$ cat src/rtl/dma_gic_irq_pkg.sv
// rtl/dma_gic_irq_pkg.sv - shared types and constants for the DMA-to-GIC interrupt generator
package dma_gic_irq_pkg;

   localparam int N_IRQ = 3;

   typedef enum logic [1:0] {
      IDLE   = 2'd0,
      ACCUM  = 2'd1,
      ASSERT = 2'd2,
      GAP    = 2'd3
   } irq_st_e;

endpackage

$ cat src/rtl/dma_gic_irq_gen_if.sv
// rtl/dma_gic_irq_gen_if.sv - 3-line DMA-to-GIC interrupt bundle
interface dma_pcie_gic_if;
   import dma_gic_irq_pkg::*;

   logic [N_IRQ-1:0] interrupt;

   modport m (output interrupt);
   modport s (input  interrupt);

endinterface

$ cat src/rtl/dma_gic_irq_chan.sv
// rtl/dma_gic_irq_chan.sv - one interrupt line: coalescing FSM, event counter, timer, re-fire gap
module dma_gic_irq_chan
   import dma_gic_irq_pkg::*;
#(
   parameter int CNT_W   = 8,
   parameter int TMR_W   = 16,
   parameter int MIN_GAP = 4
) (
   input  logic             user_clk,
   input  logic             user_reset_n,
   input  logic             evt,
   input  logic             mask,
   input  logic             ack,
   input  logic [CNT_W-1:0] coal_thresh,
   input  logic [TMR_W-1:0] coal_timeout,
   output logic             irq,
   output logic             status,
   output logic [CNT_W-1:0] cnt
);

   localparam int GAP_W = (MIN_GAP > 1) ? $clog2(MIN_GAP) : 1;

   irq_st_e          st_q, st_d;
   logic [CNT_W-1:0] cnt_q, cnt_d, cnt_inc;
   logic [TMR_W-1:0] tmr_q, tmr_d, tmr_inc;
   logic [TMR_W:0]   tmr_p1;
   logic [GAP_W-1:0] gap_q, gap_d;
   logic             pend_q, pend_d, pend_any;
   logic             irq_q, irq_d;
   logic             fire_now;

   always_ff @(posedge user_clk) begin
      if (!user_reset_n) begin
         st_q   <= IDLE;
         cnt_q  <= '0;
         tmr_q  <= '0;
         gap_q  <= '0;
         pend_q <= 1'b0;
         irq_q  <= 1'b0;
      end else begin
         st_q   <= st_d;
         cnt_q  <= cnt_d;
         tmr_q  <= tmr_d;
         gap_q  <= gap_d;
         pend_q <= pend_d;
         irq_q  <= irq_d;
      end
   end

   always_comb begin
      st_d     = st_q;
      cnt_d    = cnt_q;
      tmr_d    = tmr_q;
      gap_d    = gap_q;
      pend_d   = pend_q;
      cnt_inc  = (&cnt_q) ? cnt_q : cnt_q + CNT_W'(1);
      tmr_inc  = (&tmr_q) ? tmr_q : tmr_q + TMR_W'(1);
      tmr_p1   = {1'b0, tmr_q} + (TMR_W+1)'(1);
      fire_now = (coal_thresh <= CNT_W'(1));
      pend_any = pend_q | evt;

      case (st_q)
         IDLE: begin
            if (evt) begin
               cnt_d  = CNT_W'(1);
               // The event cycle itself counts, so coal_timeout is measured from the first event.
               tmr_d  = TMR_W'(1);
               pend_d = 1'b0;
               st_d   = fire_now ? ASSERT : ACCUM;
            end
         end
         ACCUM: begin
            tmr_d = tmr_inc;
            if (evt) cnt_d = cnt_inc;
            if ((cnt_d >= coal_thresh) ||
                ((coal_timeout != '0) && (tmr_p1 >= {1'b0, coal_timeout}))) begin
               st_d = ASSERT;
            end
         end
         ASSERT: begin
            if (ack) begin
               st_d   = GAP;
               cnt_d  = pend_any ? CNT_W'(1) : '0;
               pend_d = pend_any;
               gap_d  = GAP_W'(MIN_GAP - 1);
            end else if (evt) begin
               pend_d = 1'b1;
               cnt_d  = cnt_inc;
            end
         end
         GAP: begin
            if (gap_q == '0) begin
               pend_d = 1'b0;
               if (pend_any) begin
                  cnt_d = CNT_W'(1);
                  tmr_d = '0;
                  st_d  = fire_now ? ASSERT : ACCUM;
               end else begin
                  st_d  = IDLE;
               end
            end else begin
               gap_d  = gap_q - GAP_W'(1);
               pend_d = pend_any;
            end
         end
         default: st_d = IDLE;
      endcase

      irq_d = (st_d == ASSERT) && !mask;
   end

   assign irq    = irq_q;
   assign status = (st_q == ASSERT);
   assign cnt    = cnt_q;

endmodule

$ cat src/rtl/dma_gic_irq_gen.sv
// rtl/dma_gic_irq_gen.sv - DMA event coalescing interrupt generator driving the GIC bundle
module dma_gic_irq_gen
   import dma_gic_irq_pkg::*;
#(
   parameter int CNT_W   = 8,
   parameter int TMR_W   = 16,
   parameter int MIN_GAP = 4
) (
   input  logic                   user_clk,
   input  logic                   user_reset_n,
   input  logic [N_IRQ-1:0]       evt,
   input  logic [N_IRQ-1:0]       irq_mask,
   input  logic [CNT_W-1:0]       coal_thresh,
   input  logic [TMR_W-1:0]       coal_timeout,
   input  logic [N_IRQ-1:0]       ack,
   output logic [N_IRQ-1:0]       status,
   output logic [N_IRQ*CNT_W-1:0] evt_cnt,
   dma_pcie_gic_if.m              gic
);

   logic [N_IRQ-1:0] irq;

   for (genvar i = 0; i < N_IRQ; i++) begin : g_chan
      dma_gic_irq_chan #(
         .CNT_W   (CNT_W),
         .TMR_W   (TMR_W),
         .MIN_GAP (MIN_GAP)
      ) u_chan (
         .user_clk     (user_clk),
         .user_reset_n (user_reset_n),
         .evt          (evt[i]),
         .mask         (irq_mask[i]),
         .ack          (ack[i]),
         .coal_thresh  (coal_thresh),
         .coal_timeout (coal_timeout),
         .irq          (irq[i]),
         .status       (status[i]),
         .cnt          (evt_cnt[i*CNT_W +: CNT_W])
      );
   end

   assign gic.interrupt = irq;

endmodule
$ cat src/flat_wrapper.sv
// flat-port wrapper written by rule: the top's interface ports become plain ports
module dma_gic_irq_gen_flat import dma_gic_irq_pkg::*;
#(
   parameter int CNT_W   = 8,
   parameter int TMR_W   = 16,
   parameter int MIN_GAP = 4
)
  (user_clk, user_reset_n, evt, irq_mask, coal_thresh, coal_timeout, ack, status, evt_cnt, gic_interrupt);
  dma_pcie_gic_if gic_i ();
  input  logic user_clk;
  input  logic user_reset_n;
  input  logic [N_IRQ-1:0] evt;
  input  logic [N_IRQ-1:0] irq_mask;
  input  logic [CNT_W-1:0] coal_thresh;
  input  logic [TMR_W-1:0] coal_timeout;
  input  logic [N_IRQ-1:0] ack;
  output logic [N_IRQ-1:0] status;
  output logic [N_IRQ*CNT_W-1:0] evt_cnt;
  output wire logic [$bits(gic_i.interrupt)-1:0] gic_interrupt;
  assign gic_interrupt = gic_i.interrupt;
  dma_gic_irq_gen #(.CNT_W(CNT_W), .TMR_W(TMR_W), .MIN_GAP(MIN_GAP)) u_core (.user_clk(user_clk), .user_reset_n(user_reset_n), .evt(evt), .irq_mask(irq_mask), .coal_thresh(coal_thresh), .coal_timeout(coal_timeout), .ack(ack), .status(status), .evt_cnt(evt_cnt), .gic(gic_i));
endmodule
$ cat config.mk
export PLATFORM = sky130hd
export DESIGN_NAME = dma_gic_irq_gen_flat
export DESIGN_NICKNAME = d
export VERILOG_FILES = /design/src/rtl/dma_gic_irq_pkg.sv /design/src/rtl/dma_gic_irq_gen_if.sv /design/src/rtl/dma_gic_irq_chan.sv /design/src/rtl/dma_gic_irq_gen.sv /design/src/flat_wrapper.sv
export SDC_FILE = /design/constraint.sdc
export NUM_CORES = 1
export LEC_CHECK = 0
export ABC_CLOCK_PERIOD_IN_PS = 2980
export BUFFER_PORTS_ARGS = -buffer_cell sky130_fd_sc_hd__buf_4
export CORE_UTILIZATION = 56
export DETAILED_ROUTE_END_ITERATION = 10
export GPL_ROUTABILITY_DRIVEN = 1
export GPL_TIMING_DRIVEN = 0
export PLACE_DENSITY_LB_ADDON = 0.3
export SLEW_MARGIN = 0
export SYNTH_ARGS = -nofsm -noshare
export SYNTH_HDL_FRONTEND = slang
export SYNTH_HIERARCHICAL = 1
export SYNTH_SLANG_ARGS = --single-unit
$ cat constraint.sdc
create_clock -name user_clk -period 2.98 [get_ports user_clk]
set_input_delay 0.298 -clock user_clk [delete_from_list [all_inputs] [get_ports user_clk]]
set_output_delay 0.298 -clock user_clk [all_outputs]
set_load 0.01 [all_outputs]
# Word level (Yosys, flattened, before mapping)
# Index checks and enable logic that the tools add are counted.
[word_totals] input_bits=35 reg_bits=90 wordCells=204
[classes] bitwise_logic=3 addsub=12 reduce_logical=46 magnitude_cmp=7 muxes=85 n_eq_ne=33
[ops] cell="16-bit 2-to-1 mux" count=12
[ops] cell="8-bit 2-to-1 mux" count=21
[ops] cell="16-bit one-hot mux with 3 select lines" count=3
[ops] cell="8-bit one-hot mux with 4 select lines" count=3
[ops] cell="16-bit by 1-bit adder with 17-bit output (second input constant)" count=3
[ops] cell="17-bit by 16-bit >= comparator with 1-bit output" count=3
[ops] cell="16-bit by 1-bit adder with 16-bit output (second input constant)" count=3
[ops] cell="16-bit AND reduction" count=3
[ops] cell="2-bit 2-to-1 mux" count=22
[ops] cell="2-bit != test (second input constant)" count=18
[ops] cell="3-bit AND reduction" count=9
[ops] cell="8-bit by 1-bit adder with 8-bit output (second input constant)" count=3
[ops] cell="8-bit >= comparator" count=3
[ops] cell="2-bit one-hot mux with 4 select lines" count=3
[ops] cell="8-bit AND reduction" count=3
[ops] cell="2-bit equality test (second input constant)" count=9
[ops] cell="3-bit nonzero test" count=6
[ops] cell="16-bit nonzero test" count=1
[ops] cell="1-bit 2-to-1 mux" count=15
[ops] cell="5-bit AND reduction" count=3
[ops] cell="2-bit zero test" count=6
[ops] cell="2-bit one-hot mux with 2 select lines" count=3
[ops] cell="3-bit != test (second input constant)" count=3
[ops] cell="1-bit one-hot mux with 3 select lines" count=3
[ops] cell="other kinds (8)" count=25

# Logic depth before layout (Yosys ltp)
# Gate-level depths: netlist of run 1.
[depth] word_depth=10 ltp_mapped=14

# Cells and area by module
# The synthesis of run 1 kept the hierarchy.
[modules_own_cells] module="dma_gic_irq_chan at u_core.g_chan[1].u_chan" area_per_inst_um2=2663.8 seq_area_each_um2=600.6 instances=1 cells_each=334
[modules_own_cells] module="dma_gic_irq_chan at u_core.g_chan[2].u_chan" area_per_inst_um2=2630.0 seq_area_each_um2=600.6 instances=1 cells_each=340
[modules_own_cells] module="dma_gic_irq_chan at u_core.g_chan[0].u_chan" area_per_inst_um2=2583.7 seq_area_each_um2=600.6 instances=1 cells_each=339

# Least setup slack after synthesis of run 1
# OpenSTA, ideal clock, no wires.
[synth_path] path_kind="flip-flop to flip-flop" startpoint="register u_core.g_chan[1].u_chan.tmr_q[0]" endpoint="register u_core.g_chan[1].u_chan.irq_q" arrival_ns=3.016 setup_time_ns=0.142 path_slack_ns=-0.178 stages_incl_launch_ff=12 t_required_ns=2.838 period_less_slack_ns=3.158 cell_sequence="dfxtp_1 -> ha_1 -> nand4_1 -> nor3_1 -> nand4_1 -> xnor2_1 -> ha_1 -> a21o_1 -> a2111oi_2 -> nand3_1 -> o41ai_1 -> a2111oi_2"
[synth_via] elab_chain_len=8
[synth_rtl] element="from (decl)" line_no="dma_gic_irq_chan.sv:25" rtl="logic [TMR_W-1:0] tmr_q, tmr_d, tmr_inc;"
[synth_rtl] element="from (signal assigned)" line_no="dma_gic_irq_chan.sv:43" rtl="tmr_q <= tmr_d;"
[synth_rtl] element="16-bit by 1-bit adder with 17-bit output" line_no="dma_gic_irq_chan.sv:58" rtl="tmr_p1 = {1'b0, tmr_q} + (TMR_W+1)'(1);"
[synth_rtl] element="17-bit by 16-bit >= comparator with 1-bit output" line_no="dma_gic_irq_chan.sv:76" rtl="((coal_timeout != '0) && (tmr_p1 >= {1'b0, coal_timeout}))) begin"
[synth_rtl] element="1-bit logical AND" line_no="dma_gic_irq_chan.sv:76"
[synth_rtl] element="1-bit logical OR" line_no="dma_gic_irq_chan.sv:75" rtl="if ((cnt_d >= coal_thresh) ||"
[synth_rtl] element="2-bit 2-to-1 mux" line_no="dma_gic_irq_chan.sv:75"
[synth_rtl] element="2-bit one-hot mux with 4 select lines" line_no="dma_gic_irq_chan.sv:62" rtl="case (st_q)"
[synth_rtl] element="2-bit equality test" line_no="dma_gic_irq_chan.sv:109" rtl="irq_d = (st_d == ASSERT) && !mask;"
[synth_rtl] element="1-bit logical AND" line_no="dma_gic_irq_chan.sv:109"
[synth_rtl] element="to (signal assigned)" line_no="dma_gic_irq_chan.sv:46" rtl="irq_q <= irq_d;"
[synth_rtl] element="to (decl)" line_no="dma_gic_irq_chan.sv:29" rtl="logic irq_q, irq_d;"
# No other way between the ends.
# A chain may end at the register's enable or synchronous reset.

# Worst setup path in the final report of run 1
# Same ends and word-level chain as after synthesis.

==> results of run 1 <==
through the flow:
stage	hold WS [ns]	cell area (sq um)	TNS [ns]	cells
floorplan	0.367	7890	0	1013
global placement	0.456	8590	-2.91	1252
detailed placement	0.480	8590	-3.26	1252
CTS	0.103	9190	-0.00688	1280
global route	0.102	9530	-0.274	1290
finish	0.108	9530	-0.0609	1290
cell usage after synthesis (10+ instances only):
library cell / instances / area [sq um]
a211oi_1: 11 / 82.6
a21boi_0: 15 / 113
a21oi_1: 82 / 410
a22oi_1: 20 / 150
and2_1: 12 / 75.1
and3_1: 13 / 81.3
and4_1: 10 / 87.6
clkbuf_1: 19 / 71.3
dfxtp_1: 90 / 1800
ha_1: 96 / 1200
inv_1: 90 / 338
mux2_2: 11 / 124
nand2_1: 65 / 244
nand2b_1: 10 / 62.6
nand3_1: 29 / 145
nand3b_1: 13 / 97.6
nand4_1: 38 / 238
nor2_1: 88 / 330
nor2b_1: 24 / 150
nor3_1: 11 / 55.1
nor4_1: 16 / 100
o21ai_0: 60 / 300
or3_1: 11 / 68.8
xnor2_1: 37 / 324
xor2_1: 18 / 158
logic make-up (layout without fill, tap and decap cells):
logic type / count (synthesis) / in the layout
xor gates and xnor gates: 55 / 55
DFF: 90 / 90
buffers and inverters: 128 / 229
and+or+nand+nor: 357 / 357
adders and majority gates: 96 / 96
AOI/OAI and AO/OA: 273 / 273
muxes: 14 / 14
final cells by class:
cell class	instances	area, sq um
Clock inverter	6	90.1
Tap cell	176	220
Sequential cell	90	1860
Multi-Input combinational cell	795	5890
Inverter	90	338
Timing Repair Buffer	91	687
Fill cell	1030	3980
Clock buffer	10	239
Buffer	32	199
power by group through the flow:
| stage | Sequential (mW) | Clock (mW) | Combinational (mW) |
|---|---|---|---|
| after floorplan | 1.37 | 0 | 0.860 |
| after global placement | 1.38 | 0 | 1.15 |
| after detailed placement | 1.38 | 0 | 1.18 |
| after CTS | 1.36 | 1.29 | 1.25 |
| after global routing | 1.38 | 1.34 | 1.52 |
| final | 1.37 | 1.27 | 1.37 |
routing by layer:
metal | GRT usage, % | routed length (um) | share of wire, % | vias to the layer above
met5 | 0 | 0 | 0 | -
met4 | 9.18 | 461 | 2.2 | 0
met3 | 4.01 | 1150 | 5.4 | 41
met2 | 48.3 | 10100 | 47 | 284
met1 | 38.9 | 9670 | 45 | 3759
li1 | - | - | - | 3877
registers in the layout, indices dropped and copies added, names as in the netlist:
| name | count |
|---|---|
| u_core/g_chan.u_chan/cnt | 24 |
| u_core/g_chan.u_chan/gap_q | 6 |
| u_core/g_chan.u_chan/irq | 3 |
| u_core/g_chan.u_chan/pend_q | 3 |
| u_core/g_chan.u_chan/st_q | 6 |
| u_core/g_chan.u_chan/tmr_q | 48 |
critical path: cells and delay by family, from the launching register on:
| kind | cells | cell delay, ns |
|---|---|---|
| AND/OR/NAND/NOR | 6 | 1.07 |
| AO/OA/AOI/OAI | 4 | 0.76 |
| flip-flops | 1 | 0.38 |
| adder cells (fa/ha/maj) | 1 | 0.35 |
| buffers and inverters | 2 | 0.23 |
| XOR/XNOR | 1 | 0.13 |
what timing repair did:
item | CTS | global route
buffers inserted | 16 | 12
gates resized for setup | 46 | 58
pin swaps | 17 | 25
endpoints found under the setup margin | 9 | 9
path summary, 6_finish.rpt:
kind	start	endpoint	slack (ns)	cells after the start
min reg2reg	u_core/g_chan[2].u_chan/tmr_q[5]$_SDFFE_PN0P_	u_core/g_chan[2].u_chan/tmr_q[5]$_SDFFE_PN0P_	0.49	1
max reg2reg	u_core/g_chan[1].u_chan/tmr_q[0]$_SDFFE_PN0P_	u_core/g_chan[1].u_chan/irq$_SDFF_PN0_	-0.06	14
max	u_core/g_chan[1].u_chan/tmr_q[0]$_SDFFE_PN0P_	u_core/g_chan[1].u_chan/irq$_SDFF_PN0_	-0.06	14
min	irq_mask[1]	u_core/g_chan[1].u_chan/irq$_SDFF_PN0_	0.11	2
==> flow_summary.yaml, run 1 <==
clock_network:
  cts_root_buf: "clkbuf_16"
  cts_buffer_depth: 2
  worst_setup_hold_path_clk_slew_ns: 0.07
  tritoncts: "done"
  hold_buffers: 0
  numCtsBuffers: 9
  cts_sinks: 90
  cts.htree.levels: 3
  clkLatencyLatePin_ns: 0.35
detailed_routing:
  vias: 7961
  wl_mm: 21.4
  via_per_inst: 6.17
  drt_iter0_markers: 589
  drt-wirelength-per-cell_um: 16.6
  postRouteAntennaNets: 0
  drt_pass1_iterations: 5
  drc: 0
power_and_ir_drop:
  peakVddDrop_mv: 0.268
  p_comb_share_pct: 34.2
  p_seq_share_pct: 34.1
  power.total_mw: 4.02
  p_switching_mw: 1.39
  swShare_pct: 34.7
  leakage_nw: 4.17
  internal_power_mw: 2.62
  powerDensity_nw_per_um2: 422
  share_clk_of_total_power_pct: 31.7
critical_path:
  arrival_ns: 3.28
  end_kind: "flop"
  slowest_stage: "dfxtp_4"
  path_class: "flop to flop"
  cp-start-kind: "flop"
  worst-path-max-fanout: 4
  path_cells: "buf_6, nand3_4, nor4_4, and3_1, buf_6, nand2_4, xnor2_2, ha_1, nand3_4, nor4_4, o31ai_2, a31oi_1, o21ai_1, a2111oi_2"
  cp_data_required_time_ns: 3.22
  slowest_delay_ns: 0.38
logic_synthesis:
  syn-mean-instance-area_sq_um: 7.78
  ys_types: 70
  synthMuxAreaShare_pct: 1.95
  netlist_area_sq_um: 7880
  synth_adder_area_share_pct: 15.2
  synth_edf_count: 0
  ys_ff_latch: 90
  netlist_instances: 1013
  synth_compound_area_share_pct: 22.6
  synth-seq-area-share_pct: 22.9
  syn_nets: 1144
  synth_ff_type: "dfxtp_1"
  ys_warn_count: 6
  yosys.area_share.simple_pct: 24.2
  synth_top_family_by_area: "simple AND/OR/NAND/NOR gates"
  async_flop_share_pct: 0
  synth_xor_area_share_pct: 6.11
global_routing:
  first_global_vias: 7271
  grt-ovfl-total: 0
  grt_max_degree: 16
  grt_antenna_before_repair: 0
  grt_use_total_pct: 29.1
  grt_pass1_wl_mm: 34.6
sta:
  clock.fmax_mhz: 329
  worst_slack_ns: -0.0601
  slew_viol_final: 0
  rsz0062_at_grt: "yes"
  min_period_over_period_pct: 102
  min_period_ns: 3.04
  setup_viol: 2
  finalHoldViolCount: 0
  worst_clock_skew_ns: 0.00718
  worstMarginPinSlew_ns: 0.986
  slew_headroom_pct: 33.8
die:
  initial_core_util_pct: 58.3
  coreArea_sq_um: 13500
  die_h_um: 121
  die_x_um: 121
  rows: 42
  die_area_sq_um: 14500
  pin_count: 65
final_layout:
  final_common_cell: "buf_4"
  syn2layout_area_growth_pct: 20.9
  final_nets: 1240
  num_antenna_cells: 0
  finish.utilization_pct: 70.5
  mostFrequentLayoutCells: "93 x buf_4, 90 x inv_1, 88 x ha_1"
  drive_gt1_share_pct: 21.6
placement:
  hpwl_mm: 15.0
  port_buffers: 63
  pre_cts_ws_ns: -0.602
  gp_congestion: 0.876
outcome:
  violations: "setup timing"
  outcome: "finished, violations left"
hold_path:
  hp-class: "input pin to flop"
flow_run:
  cap_violations: 0
Note: power is estimated with default switching activity, not from simulation.
==> inputs of run 2 (changes only) <==
ABC_AREA = 1   (was default)
GPL_ROUTABILITY_DRIVEN = 0   (was 1)
==> run 2 against run 1 <==
  * The flow now finishes without violations
  * Register-to-register slack better by 0.18 ns
  * Sequential power down 4%
  * Non-clock buffer count decreased by 33
  * Final cell count up 10%
  * Worst setup slack improved by 0.18 ns
  * Via count decreased by 5.8%
  * Combinational power down 33%
  * Critical path depth rose by 7
  * Cell area shrank 2.9%
  * Critical path type unchanged
  * Critical endpoint unchanged
  * Largest cell class unchanged
  * Largest power group unchanged
  * Highest routed layer unchanged
==> flow_summary.yaml, run 2 <==
logic_synthesis:
  synth_ff_type: "dfxtp_1"
  synth-seq-area-share_pct: 23.0
  synth_area_leaders: "dfxtp_1 23%, ha_1 15%, nand2_1 13%, inv_1 9.9%, a21oi_1 5.5%"
  async_flop_share_pct: 0
  ys_ff_latch: 90
  netlist_area_sq_um: 7850
  synth_commonest_cells: "274 x nand2_1, 208 x inv_1, 96 x ha_1"
  synth_edf_count: 0
  netlist_instances: 1154
  yosysMostFrequentCell: "nand2_1"
  ys_types: 50
  syn-mean-instance-area_sq_um: 6.80
  synth.top_cell.area_share_pct: 23.0
  synth_largest_area_cell: "dfxtp_1"
  syn_nets: 1285
  ys_warn_count: 6
critical_path:
  crit_path_frequent_cell: "nand2_1"
  cp-endpoint: "u_core/g_chan[1].u_chan/irq$_SDFF_PN0_"
  worst-path-max-fanout: 5
  cp_data_required_time_ns: 3.23
  r2r_cells: 21
  worstSetupStartpoint: "u_core/g_chan[1].u_chan/cnt[0]$_SDFFE_PN0P_"
  rr_endpoint: "u_core/g_chan[1].u_chan/irq$_SDFF_PN0_"
  slowest_delay_ns: 0.35
  rr_startpoint: "u_core/g_chan[1].u_chan/cnt[0]$_SDFFE_PN0P_"
  path_class: "flop to flop"
  slowest_stage: "dfxtp_2"
  cp-start-kind: "flop"
  end_kind: "flop"
  arrival_ns: 3.11
  cp_num_cells: 21
  critPathTopFamily: "simple AND/OR/NAND/NOR gates"
  regToRegSetupSlack_ns: 0.12
  path_cells: "ha_1, nand4_1, nor2_1, nand2_1, nand2_2, inv_1, nand2_1, xor2_1, inv_1, ha_1, a21oi_1, o21a_1, nor2_1, nor3_2, nand3_2, nand2_1, nand2_1, nand2_1, nand2_1, nand2_2, nor2_2"
  worst-path-buf-inv: 2
power_and_ir_drop:
  p_seq_share_pct: 39.5
  internal_power_mw: 2.17
  powerDensity_nw_per_um2: 358
  share_clk_of_total_power_pct: 32.7
  swShare_pct: 34.3
  peakVddDrop_mv: 0.296
  p_switching_mw: 1.13
  p_comb_share_pct: 27.8
  power.total_mw: 3.31
  leakage_nw: 4.56
final_layout:
  mostFrequentLayoutCells: "261 x nand2_1, 206 x inv_1, 86 x ha_1"
  drive_gt1_share_pct: 21.4
  syn2layout_area_growth_pct: 17.9
  design_area_sq_um: 9250
  num_antenna_cells: 0
  regMostFlops: "u_core/g_chan.u_chan/tmr_q"
  final_common_cell: "nand2_1"
  final_nets: 1372
  stdcell_count: 1421
  largest_reg_flops: 48
clock_network:
  cts_sinks: 90
  tritoncts: "done"
  hold_buffers: 0
  numCtsBuffers: 9
  cts_buffer_depth: 2
  cts.htree.levels: 3
  worst_setup_hold_path_clk_slew_ns: 0.07
  clkLatencyLatePin_ns: 0.35
  cts_root_buf: "clkbuf_16"
sta:
  min_period_over_period_pct: 96.0
  clock.fmax_mhz: 350
  min_period_ns: 2.86
  worst_clock_skew_ns: 0.00741
  slew_viol_final: 0
  finalHoldViolCount: 0
  worstMarginPinSlew_ns: 0.723
  rsz0062_at_grt: "yes"
  slew_headroom_pct: 51.8
  setup_viol: 0
global_routing:
  grt_use_total_pct: 26.6
  first_global_vias: 6881
  grt_antenna_before_repair: 0
  grtUsageMet3_pct: 4.39
  grt_pass1_wl_mm: 31.0
  grt_max_degree: 21
  grt-ovfl-total: 0
  met1_usage_pct: 34.3
  grt_use_met2_pct: 45.7
  grt_busiest_layer: "met2"
placement:
  place_area_sq_um: 8550
  placed_cells: 1394
  hpwl_mm: 14.4
  port_buffers: 64
die:
  die_h_um: 120
  pin_count: 65
  initial_core_util_pct: 58.3
  die_area_sq_um: 14500
  die_x_um: 120
  rows: 42
  coreArea_sq_um: 13500
detailed_routing:
  drt_pass1_iterations: 5
  drc: 0
  drt-wirelength-per-cell_um: 13.6
  drt_iter0_markers: 563
  vias: 7497
  postRouteAntennaNets: 0
  via_per_inst: 5.28
  wl_mm: 19.3
hold_path:
  hp-class: "input pin to flop"
  min-delay-start: "irq_mask[0]"
outcome:
  outcome: "finished clean"
flow_run:
  cap_violations: 0
[run 2: changes by cell type after synthesis, moves of 14 or more]
cell / delta
a21boi_0: -14
nand2_1: +209
a21oi_2: +18
o21ai_0: -28
nand2_2: +18
inv_1: +118
nor2b_1: -24
xnor2_1: -15
a22oi_1: -15
[run 2: per-stage QoR]
| step | utilization [%] | hold WS (ns) | TNS (ns) | setup slack [ns] |
|---|---|---|---|---|
| floorplan | - | 0.414 | 0 | 0.254 |
| global placement | 63.5 | 0.446 | -0.426 | -0.111 |
| detailed placement | 63.5 | 0.452 | -0.571 | -0.126 |
| CTS | 66.0 | 0.165 | 0 | 0.0103 |
| global route | 68.8 | 0.182 | -0.649 | -0.135 |
| finish | 68.8 | 0.175 | 0 | 0.121 |
[run 2: layout make-up]
type / count / area [sq um]
Clock inverter: 5 / 31.3
Clock buffer: 10 / 239
Sequential cell: 90 / 1860
Timing Repair Buffer: 76 / 571
Fill cell: 1174 / 4200
Inverter: 227 / 860
Buffer: 14 / 109
Tap cell: 176 / 220
Multi-Input combinational cell: 823 / 5370
[run 2: repair_timing]
item | in CTS | in global routing
endpoints found under the hold margin | 0 | 0
pin swaps | 3 | 24
gates resized for setup | 16 | 81
endpoints found under the setup margin | 9 | 9
buffers inserted | 2 | 10
[run 2: cell families after synthesis]
| family | count (synthesis) | synth area share [%] |
|---|---|---|
| simple gates | 484 | 28.6 |
| buf+inv | 241 | 12.3 |
| mux | 1 | 0.143 |
| flops | 90 | 23.0 |
| compound gates | 189 | 14.7 |
| xor+xnor | 53 | 6.01 |
| fa+ha+maj | 96 | 15.3 |
[run 2: layer usage]
metal	vias up	part of all wire, %
met5	-	0
met4	0	1.6
met3	22	4.7
met2	165	48
met1	3427	46
li1	3883	-
[run 2: how the worst min path moves through the flow]
stage / cells after the start / slack (ns) / end
2_1_floorplan: 2 / 0.41 / u_core/g_chan[0].u_chan/st_q[1]$_SDFF_PN0_
3_5_place_dp: 1 / 0.45 / u_core/g_chan[0].u_chan/gap_q[0]$_SDFFE_PN0P_
4_1_cts: 4 / 0.16 / u_core/g_chan[0].u_chan/irq$_SDFF_PN0_
3_3_place_gp: 1 / 0.45 / u_core/g_chan[0].u_chan/gap_q[0]$_SDFFE_PN0P_
6_report: 4 / 0.18 / u_core/g_chan[0].u_chan/irq$_SDFF_PN0_
5_1_grt: 4 / 0.18 / u_core/g_chan[0].u_chan/irq$_SDFF_PN0_
[run 2: worst reg2reg max path: stages, from the launching register on]
cell,delay [ns]
dfxtp_2,0.35
ha_1,0.20
nand4_1,0.14
nor2_1,0.16
nand2_1,0.08
nand2_2,0.10
inv_1,0.09
nand2_1,0.08
xor2_1,0.14
inv_1,0.08
ha_1,0.29
a21oi_1,0.16
o21a_1,0.14
nor2_1,0.05
nor3_2,0.25
nand3_2,0.09
nand2_1,0.06
nand2_1,0.04
nand2_1,0.06
nand2_1,0.07
nand2_2,0.10
nor2_2,0.04
[run 2: power groups by stage]
stage	Clock [mW]	Combinational (mW)	Sequential (mW)
floorplan	0	0.619	1.32
global placement	0	0.846	1.33
detailed placement	0	0.866	1.33
CTS	1.11	0.874	1.31
global route	1.16	1.03	1.32
finish	1.08	0.919	1.31
